<file path="config.mk">
export PLATFORM = sky130hd
export DESIGN_NAME = decode_fwd_stage
export DESIGN_NICKNAME = d
export VERILOG_FILES = /design/src/rtl/decode_fwd_stage.sv
export SDC_FILE = /design/constraint.sdc
export NUM_CORES = 1
export LEC_CHECK = 0
export CAP_MARGIN = 10
export CORE_AREA = 3 3 190 192
export CTS_BUF_LIST = sky130_fd_sc_hd__clkbuf_4
export CTS_CLUSTER_SIZE = 40
export DETAILED_ROUTE_END_ITERATION = 8
export DIE_AREA = 0 0 193 195
export PLACE_DENSITY_LB_ADDON = 0.08
export SLEW_MARGIN = 5
export SYNTH_ARGS = -nofsm -noshare
export SYNTH_HDL_FRONTEND = slang
export SYNTH_SLANG_ARGS = --single-unit
</file>
<file path="constraint.sdc">
create_clock -name clk -period 2.1 [get_ports clk]
set_input_delay 0.21 -clock clk [delete_from_list [all_inputs] [get_ports clk]]
set_output_delay 0.21 -clock clk [all_outputs]
set_load 0.03 [all_outputs]
</file>
<file path="src/rtl/decode_fwd_stage.sv">
// ----------------------------------------------------------------------------
// decode_fwd_stage
//
// Purpose:
//   Decode-side operand resolution and branch evaluation stage. Each source
//   operand is taken from the youngest matching forwarding channel, or from
//   the register file when nothing matches. A matching channel whose data is
//   still in flight stalls the stage. The resolved operands, the branch
//   decision and the branch target are captured in a single output register
//   with a valid/ready handshake on both sides.
//
// Ports:
//   clk, resetn           clock (rising edge), asynchronous active-low reset
//   in_valid / in_ready   upstream handshake for the decoded instruction
//   in_srca, in_srcb      source register ids (id 0 reads as zero register)
//   in_usea, in_useb      source operand is actually read
//   in_dst, in_pc, in_imm destination id, PC, immediate / branch offset
//   in_brk                branch kind: 0 none, 1 EQ, 2 NE, 3 LTZ, 4 GEZ,
//                         5 LEZ, 6 GTZ, 7 none
//   rval_a, rval_b        register-file read data
//   fwd_valid             per channel: channel carries a write
//   fwd_pending           per channel: write data not yet available
//   fwd_dst, fwd_data     per channel destination id / data, packed
//   flush                 kill the stage contents
//   out_valid / out_ready downstream handshake
//   out_vala, out_valb    resolved operands
//   out_imm, out_dst,
//   out_pc                registered instruction fields
//   br_taken, br_target   registered branch decision and target
//   stall_cnt             saturating count of hazard-stalled cycles
// ----------------------------------------------------------------------------
module decode_fwd_stage #(
   parameter int DATA_W  = 32,
   parameter int REG_W   = 5,
   parameter int NUM_FWD = 4,
   parameter int CNT_W   = 16
) (
   input  logic                       clk,
   input  logic                       resetn,
   input  logic                       in_valid,
   output logic                       in_ready,
   input  logic [REG_W-1:0]           in_srca,
   input  logic [REG_W-1:0]           in_srcb,
   input  logic                       in_usea,
   input  logic                       in_useb,
   input  logic [REG_W-1:0]           in_dst,
   input  logic [DATA_W-1:0]          in_pc,
   input  logic [DATA_W-1:0]          in_imm,
   input  logic [2:0]                 in_brk,
   input  logic [DATA_W-1:0]          rval_a,
   input  logic [DATA_W-1:0]          rval_b,
   input  logic [NUM_FWD-1:0]         fwd_valid,
   input  logic [NUM_FWD-1:0]         fwd_pending,
   input  logic [NUM_FWD*REG_W-1:0]   fwd_dst,
   input  logic [NUM_FWD*DATA_W-1:0]  fwd_data,
   input  logic                       flush,
   output logic                       out_valid,
   input  logic                       out_ready,
   output logic [DATA_W-1:0]          out_vala,
   output logic [DATA_W-1:0]          out_valb,
   output logic [DATA_W-1:0]          out_imm,
   output logic [REG_W-1:0]           out_dst,
   output logic [DATA_W-1:0]          out_pc,
   output logic                       br_taken,
   output logic [DATA_W-1:0]          br_target,
   output logic [CNT_W-1:0]           stall_cnt
);

   localparam logic [DATA_W-1:0] PC_STEP = DATA_W'(4);
   localparam logic [CNT_W-1:0]  CNT_ONE = CNT_W'(1);

   // Unpacked views of the packed forwarding buses
   logic [REG_W-1:0]  w_ch_dst  [NUM_FWD];
   logic [DATA_W-1:0] w_ch_data [NUM_FWD];

   genvar gi;
   generate
      for (gi = 0; gi < NUM_FWD; gi++) begin : g_ch
         assign w_ch_dst[gi]  = fwd_dst[gi*REG_W +: REG_W];
         assign w_ch_data[gi] = fwd_data[gi*DATA_W +: DATA_W];
      end
   endgenerate

   logic [DATA_W-1:0] w_opa, w_opb;
   logic              w_pend_a, w_pend_b;
   logic              w_hazard;
   logic              w_in_ready;
   logic              w_load;
   logic              w_br_taken;
   logic [DATA_W-1:0] w_br_target;

   logic              r_out_valid;
   logic [DATA_W-1:0] r_vala, r_valb, r_imm, r_pc, r_br_target;
   logic [REG_W-1:0]  r_dst;
   logic              r_br_taken;
   logic [CNT_W-1:0]  r_stall_cnt;

   // Source A: scan from the oldest channel towards channel 0 so the
   // youngest match is the last one written. The pending flag travels with
   // the selected channel, so an older pending write never stalls a source
   // that a younger ready write already supplies.
   always_comb begin
      w_opa    = rval_a;
      w_pend_a = 1'b0;
      if (in_usea && (in_srca != '0)) begin
         for (int i = NUM_FWD - 1; i >= 0; i--) begin
            if (fwd_valid[i] && (w_ch_dst[i] == in_srca)) begin
               w_opa    = w_ch_data[i];
               w_pend_a = fwd_pending[i];
            end
         end
      end
   end

   // Source B: same selection as source A
   always_comb begin
      w_opb    = rval_b;
      w_pend_b = 1'b0;
      if (in_useb && (in_srcb != '0)) begin
         for (int i = NUM_FWD - 1; i >= 0; i--) begin
            if (fwd_valid[i] && (w_ch_dst[i] == in_srcb)) begin
               w_opb    = w_ch_data[i];
               w_pend_b = fwd_pending[i];
            end
         end
      end
   end

   assign w_hazard   = w_pend_a | w_pend_b;
   assign w_in_ready = !flush && !w_hazard && (!r_out_valid || out_ready);
   assign w_load     = in_valid && w_in_ready;

   // Branch evaluation on the resolved operands; zero compares are signed,
   // so the sign bit alone decides negative.
   always_comb begin
      w_br_taken = 1'b0;
      case (in_brk)
         3'd1:    w_br_taken = (w_opa == w_opb);
         3'd2:    w_br_taken = (w_opa != w_opb);
         3'd3:    w_br_taken = w_opa[DATA_W-1];
         3'd4:    w_br_taken = !w_opa[DATA_W-1];
         3'd5:    w_br_taken = w_opa[DATA_W-1] || (w_opa == '0);
         3'd6:    w_br_taken = !w_opa[DATA_W-1] && (w_opa != '0);
         default: w_br_taken = 1'b0;
      endcase
   end

   assign w_br_target = in_pc + PC_STEP + in_imm;

   always_ff @(posedge clk or negedge resetn) begin
      if (!resetn) begin
         r_out_valid <= 1'b0;
         r_vala      <= '0;
         r_valb      <= '0;
         r_imm       <= '0;
         r_dst       <= '0;
         r_pc        <= '0;
         r_br_taken  <= 1'b0;
         r_br_target <= '0;
         r_stall_cnt <= '0;
      end else begin
         // flush wins over everything; a load implies flush is low
         if (flush) begin
            r_out_valid <= 1'b0;
         end else if (w_load) begin
            r_out_valid <= 1'b1;
         end else if (out_ready) begin
            r_out_valid <= 1'b0;
         end

         // Data registers change only on a load, so they hold under backpressure
         if (w_load) begin
            r_vala      <= w_opa;
            r_valb      <= w_opb;
            r_imm       <= in_imm;
            r_dst       <= in_dst;
            r_pc        <= in_pc;
            r_br_taken  <= w_br_taken;
            r_br_target <= w_br_target;
         end

         // Hazard cycles count even when the output register is also full
         if (in_valid && w_hazard && !flush && (r_stall_cnt != '1)) begin
            r_stall_cnt <= r_stall_cnt + CNT_ONE;
         end
      end
   end

   assign in_ready  = w_in_ready;
   assign out_valid = r_out_valid;
   assign out_vala  = r_vala;
   assign out_valb  = r_valb;
   assign out_imm   = r_imm;
   assign out_dst   = r_dst;
   assign out_pc    = r_pc;
   assign br_taken  = r_br_taken;
   assign br_target = r_br_target;
   assign stall_cnt = r_stall_cnt;

endmodule

</file>
==> results by group <==
Setup path
  • Worst r2r path cells: 7
  • RR Endpoint: stall_cnt[7]
  • CP startpoint kind: primary input
  • Kind of critical path: primary input to flip-flop
  • Worst path top cell family by delay: simple AND/OR/NAND/NOR gates
  • Crit Path Max Fanout: 11
  • Endpoint class of the critical path: flip-flop
  • Crit path DAT: ~3.3 ns
  • CP max-delay cell: or4_4
  • Worst Path Buf+Inv: 4
  • R2R Setup Slk: approximately 0.1 ns
  • Critical Path RT: between 2 and 3 ns
  • CP max stage delay: 0.55 ns
  • Crit-path cells: clkdlybuf4s15_2, buf_4, xnor2_1, and2_1, buf_12, buf_4, and3_4, o311ai_4, a21oi_2, xnor2_1, nand4_1, or4_4, nor4_4, mux2i_1, a21oi_2
  • Reg2reg start: stall_cnt[8]

Yosys
  • Synth Cell Area: roughly 14000 um2
  • Synth cell types: 66
  • Asr flop ratio synth: 100%
  • Register area share after synthesis: between 30% and 40%
  • Yosys top cell by area: dfrtp_1
  • YS warnings: 0
  • Top FF cell, synth: dfrtp_1
  • Mean Syn Cell Area: 9.32 um2
  • Synth top area cells: dfrtp_1 (34%), mux2_2 (9.7%), ha_1 (5.7%)
  • Register bit count reported by yosys: 183
  • EDFF count, synth: 0
  • Synthesized netlist cell count: roughly 1.5k
  • Syn nets: between 1.5k and 2k
  • Top cell type's share of synthesized area: 33.8%

Clock network
  • Latest clock arrival within the worst-skew pair: around 0.60 ns
  • Clk root buf: clkbuf_4
  • Clock buffer count from CTS: 17
  • CTS H-tree lvls: 4
  • Reg clk slew, reported paths: roughly 0.16 ns
  • Clock buffer depth: 2
  • Clk sinks: 183
  • CTS tree: yes

Drt
  • Post-route DRC violation count: 0
  • Via count: between 15k and 20k
  • Wirelength per Cell: 24.8 um
  • WL final: slightly below 70000 um
  • Vias per inst: just under 6
  • ANT nets after route: 0
  • Drt pass-1 iters: 6
  • Detailed router's first-iteration violation count: approximately 1.3k

Timing
  • Headroom to the max-slew limit: between 60% and 70%
  • Worst slew pin tran: around 0.56 ns
  • Hold Fails Final Rpt: 0
  • Layout Skew: approximately 0.018 ns
  • Max Clk Rate: ~360 MHz
  • Final worst-path cycle share: 133%
  • Max Transition Viols Final: 0
  • RSZ-0062 raised after global routing: yes
  • Worst hold slack: about 0.077 ns
  • Fin worst setup slack: -0.703 ns
  • Setup violators final: about 180
  • Setup TNS Final: -93.91 ns
  • Final Critical Period: between 2 and 3 ns

Place
  • I/O Buffers: 492
  • Post-placement cell count: approximately 2.6k
  • Hpwl dp: between 40000 and 50000 um
  • Routability Congestion: 0.957
  • Cell Area, Placed: roughly 21000 um2

Worst hold path
  • Worst hold path depth: 2
  • Hold Crit Endpoint: out_pc[10]
  • Hold Crit Class: primary input to flip-flop
  • Worst hold path startpoint: in_pc[10]

Job
  • Max-cap violations: 0

Floorplanning
  • Die height: 195 um
  • Starting Density: between 30% and 40%
  • Die X-Extent: 193 um
  • IO Count: 493
  • Die area: around 38000 um2
  • Placeable Area: around 35000 um2
  • Site Rows: slightly below 70

Finish
  • Fin area: approximately 25000 um2
  • Final cell count without fillers: about 2.7k
  • Layout cell share with drive strength beyond 1: a little under two fifths
  • Register area: roughly 4600 um2
  • Synth-to-layout area growth: 86.8%
  • Most frequent cells in the layout: clkdlybuf4s50_1 (432), buf_4 (278), dfrtp_1 (183), mux2_4 (106), a21oi_1 (98)
  • # fillers: ~2.5k
  • Commonest non-fill, non-tap cell in the layout: clkdlybuf4s50_1
  • Nets: about 2.6k
  • Multi-input gate area: 10200 um2

Global route
  • Overflow after GRT: 0
  • Initial antenna violation count: 1
  • Largest net degree at the start of global routing: 64
  • GRT Overall Usage: 35.2%
  • First-pass GRT wire length: between 100000 and 150000 um
  • Vias in the first global route: approximately 17k

Pwr
  • Power per cell area: 621 nW/um2
  • Worst VDD drop: 777 uV
  • Leak pwr: 0.0111 uW

Status
  • Violated checks: negative setup slack
  • Status: complete, but fails checks
repair_timing:
| item | 4_1_cts | 5_1_grt |
|---|---|---|
| resized for setup | 622 | 149 |
| setup endpoints to repair | 184 | 189 |
| gates cloned | 31 | 1 |
| pin swaps | 179 | 50 |
| buffers inserted | 97 | 17 |
| endpoints found under the hold margin | 72 | 0 |
| hold buffers | 15 | 0 |
flip-flops by register name, indices dropped and copies added (netlist names):
register   flops
br_taken       1
br_target     32
out_dst        5
out_imm       32
out_pc        32
out_vala      32
out_valb      32
out_valid      1
stall_cnt     16
power breakdown:
| part | internal [uW] | switching [uW] | leakage, uW |
|---|---|---|---|
| Sequential | 4280 | 576 | 0.00220 |
| Combinational | 4360 | 4430 | 0.00880 |
| Clock | 809 | 1270 | 0.000143 |
how the worst max path moves through the flow:
stage / from / end / slack, ns / cells past startpoint
after floorplan: in_srca[3] / br_taken / -0.95 / 14
after global placement: in_srca[1] / br_taken / -1.86 / 16
after detailed placement: in_srca[1] / br_taken / -1.88 / 13
after CTS: in_srcb[0] / br_taken / -0.58 / 16
after global routing: fwd_dst[16] / br_taken / -0.72 / 15
final: fwd_dst[16] / br_taken / -0.70 / 15
logic make-up after synthesis:
group	Yosys count	synth area share, %
mux	120	9.94
simple gates	384	15.5
compound gates	457	22.6
fa+ha+maj	63	5.87
buf+inv	135	5.03
xor+xnor	113	7.30
flops	183	33.8
cell usage after synthesis, drive strengths merged (4+ instances only):
cell and instances:
dfrtp 183, a21oi 136, mux2 117, o21ai 100, nor2 84, nand2 81
buf 79, and3 76, ha 62, xnor2 57, xor2 56, a21boi 49
nand3b 49, o2bb2ai 48, o311ai 48, clkbuf 41, nand3 21, a211oi 18
nand4 18, inv 15, a21o 14, nor4 13, or3 11, and2 8
o21a 7, o221ai 7, nand2b 6, nor3 6, o21bai 5, nor2b 4
o211ai 4
per-stage QoR:
| stage | util (%) | setup slack, ns | power (uW) |
|---|---|---|---|
| floorplan | - | -0.952 | 8310 |
| global placement | 61.1 | -1.86 | 12100 |
| detailed placement | 61.1 | -1.88 | 12200 |
| CTS | 72.4 | -0.584 | 15500 |
| global route | 73.3 | -0.718 | 16400 |
| finish | 73.3 | -0.703 | 15700 |
routing by layer:
layer | vias up | share of wire (%) | track usage, %
met5 | - | 0 | 0
met4 | 0 | 5.8 | 17.0
met2 | 897 | 48 | 58.0
met3 | 227 | 8.7 | 8.28
met1 | 7747 | 37 | 43.3
li1 | 7033 | - | -
cell type report:
cell class | instances | area share (%)
flip-flops and latches | 183 | 18.1
clock buffers | 17 | 0.504
clock inverters | 13 | 0.613
repair buffers | 920 | 37.9
diodes | 1 | 0.00988
well taps | 455 | 2.25
inverters | 15 | 0.222
multi-input cells | 1138 | 40.4
No activity file was read; power rests on OpenSTA's default activity.
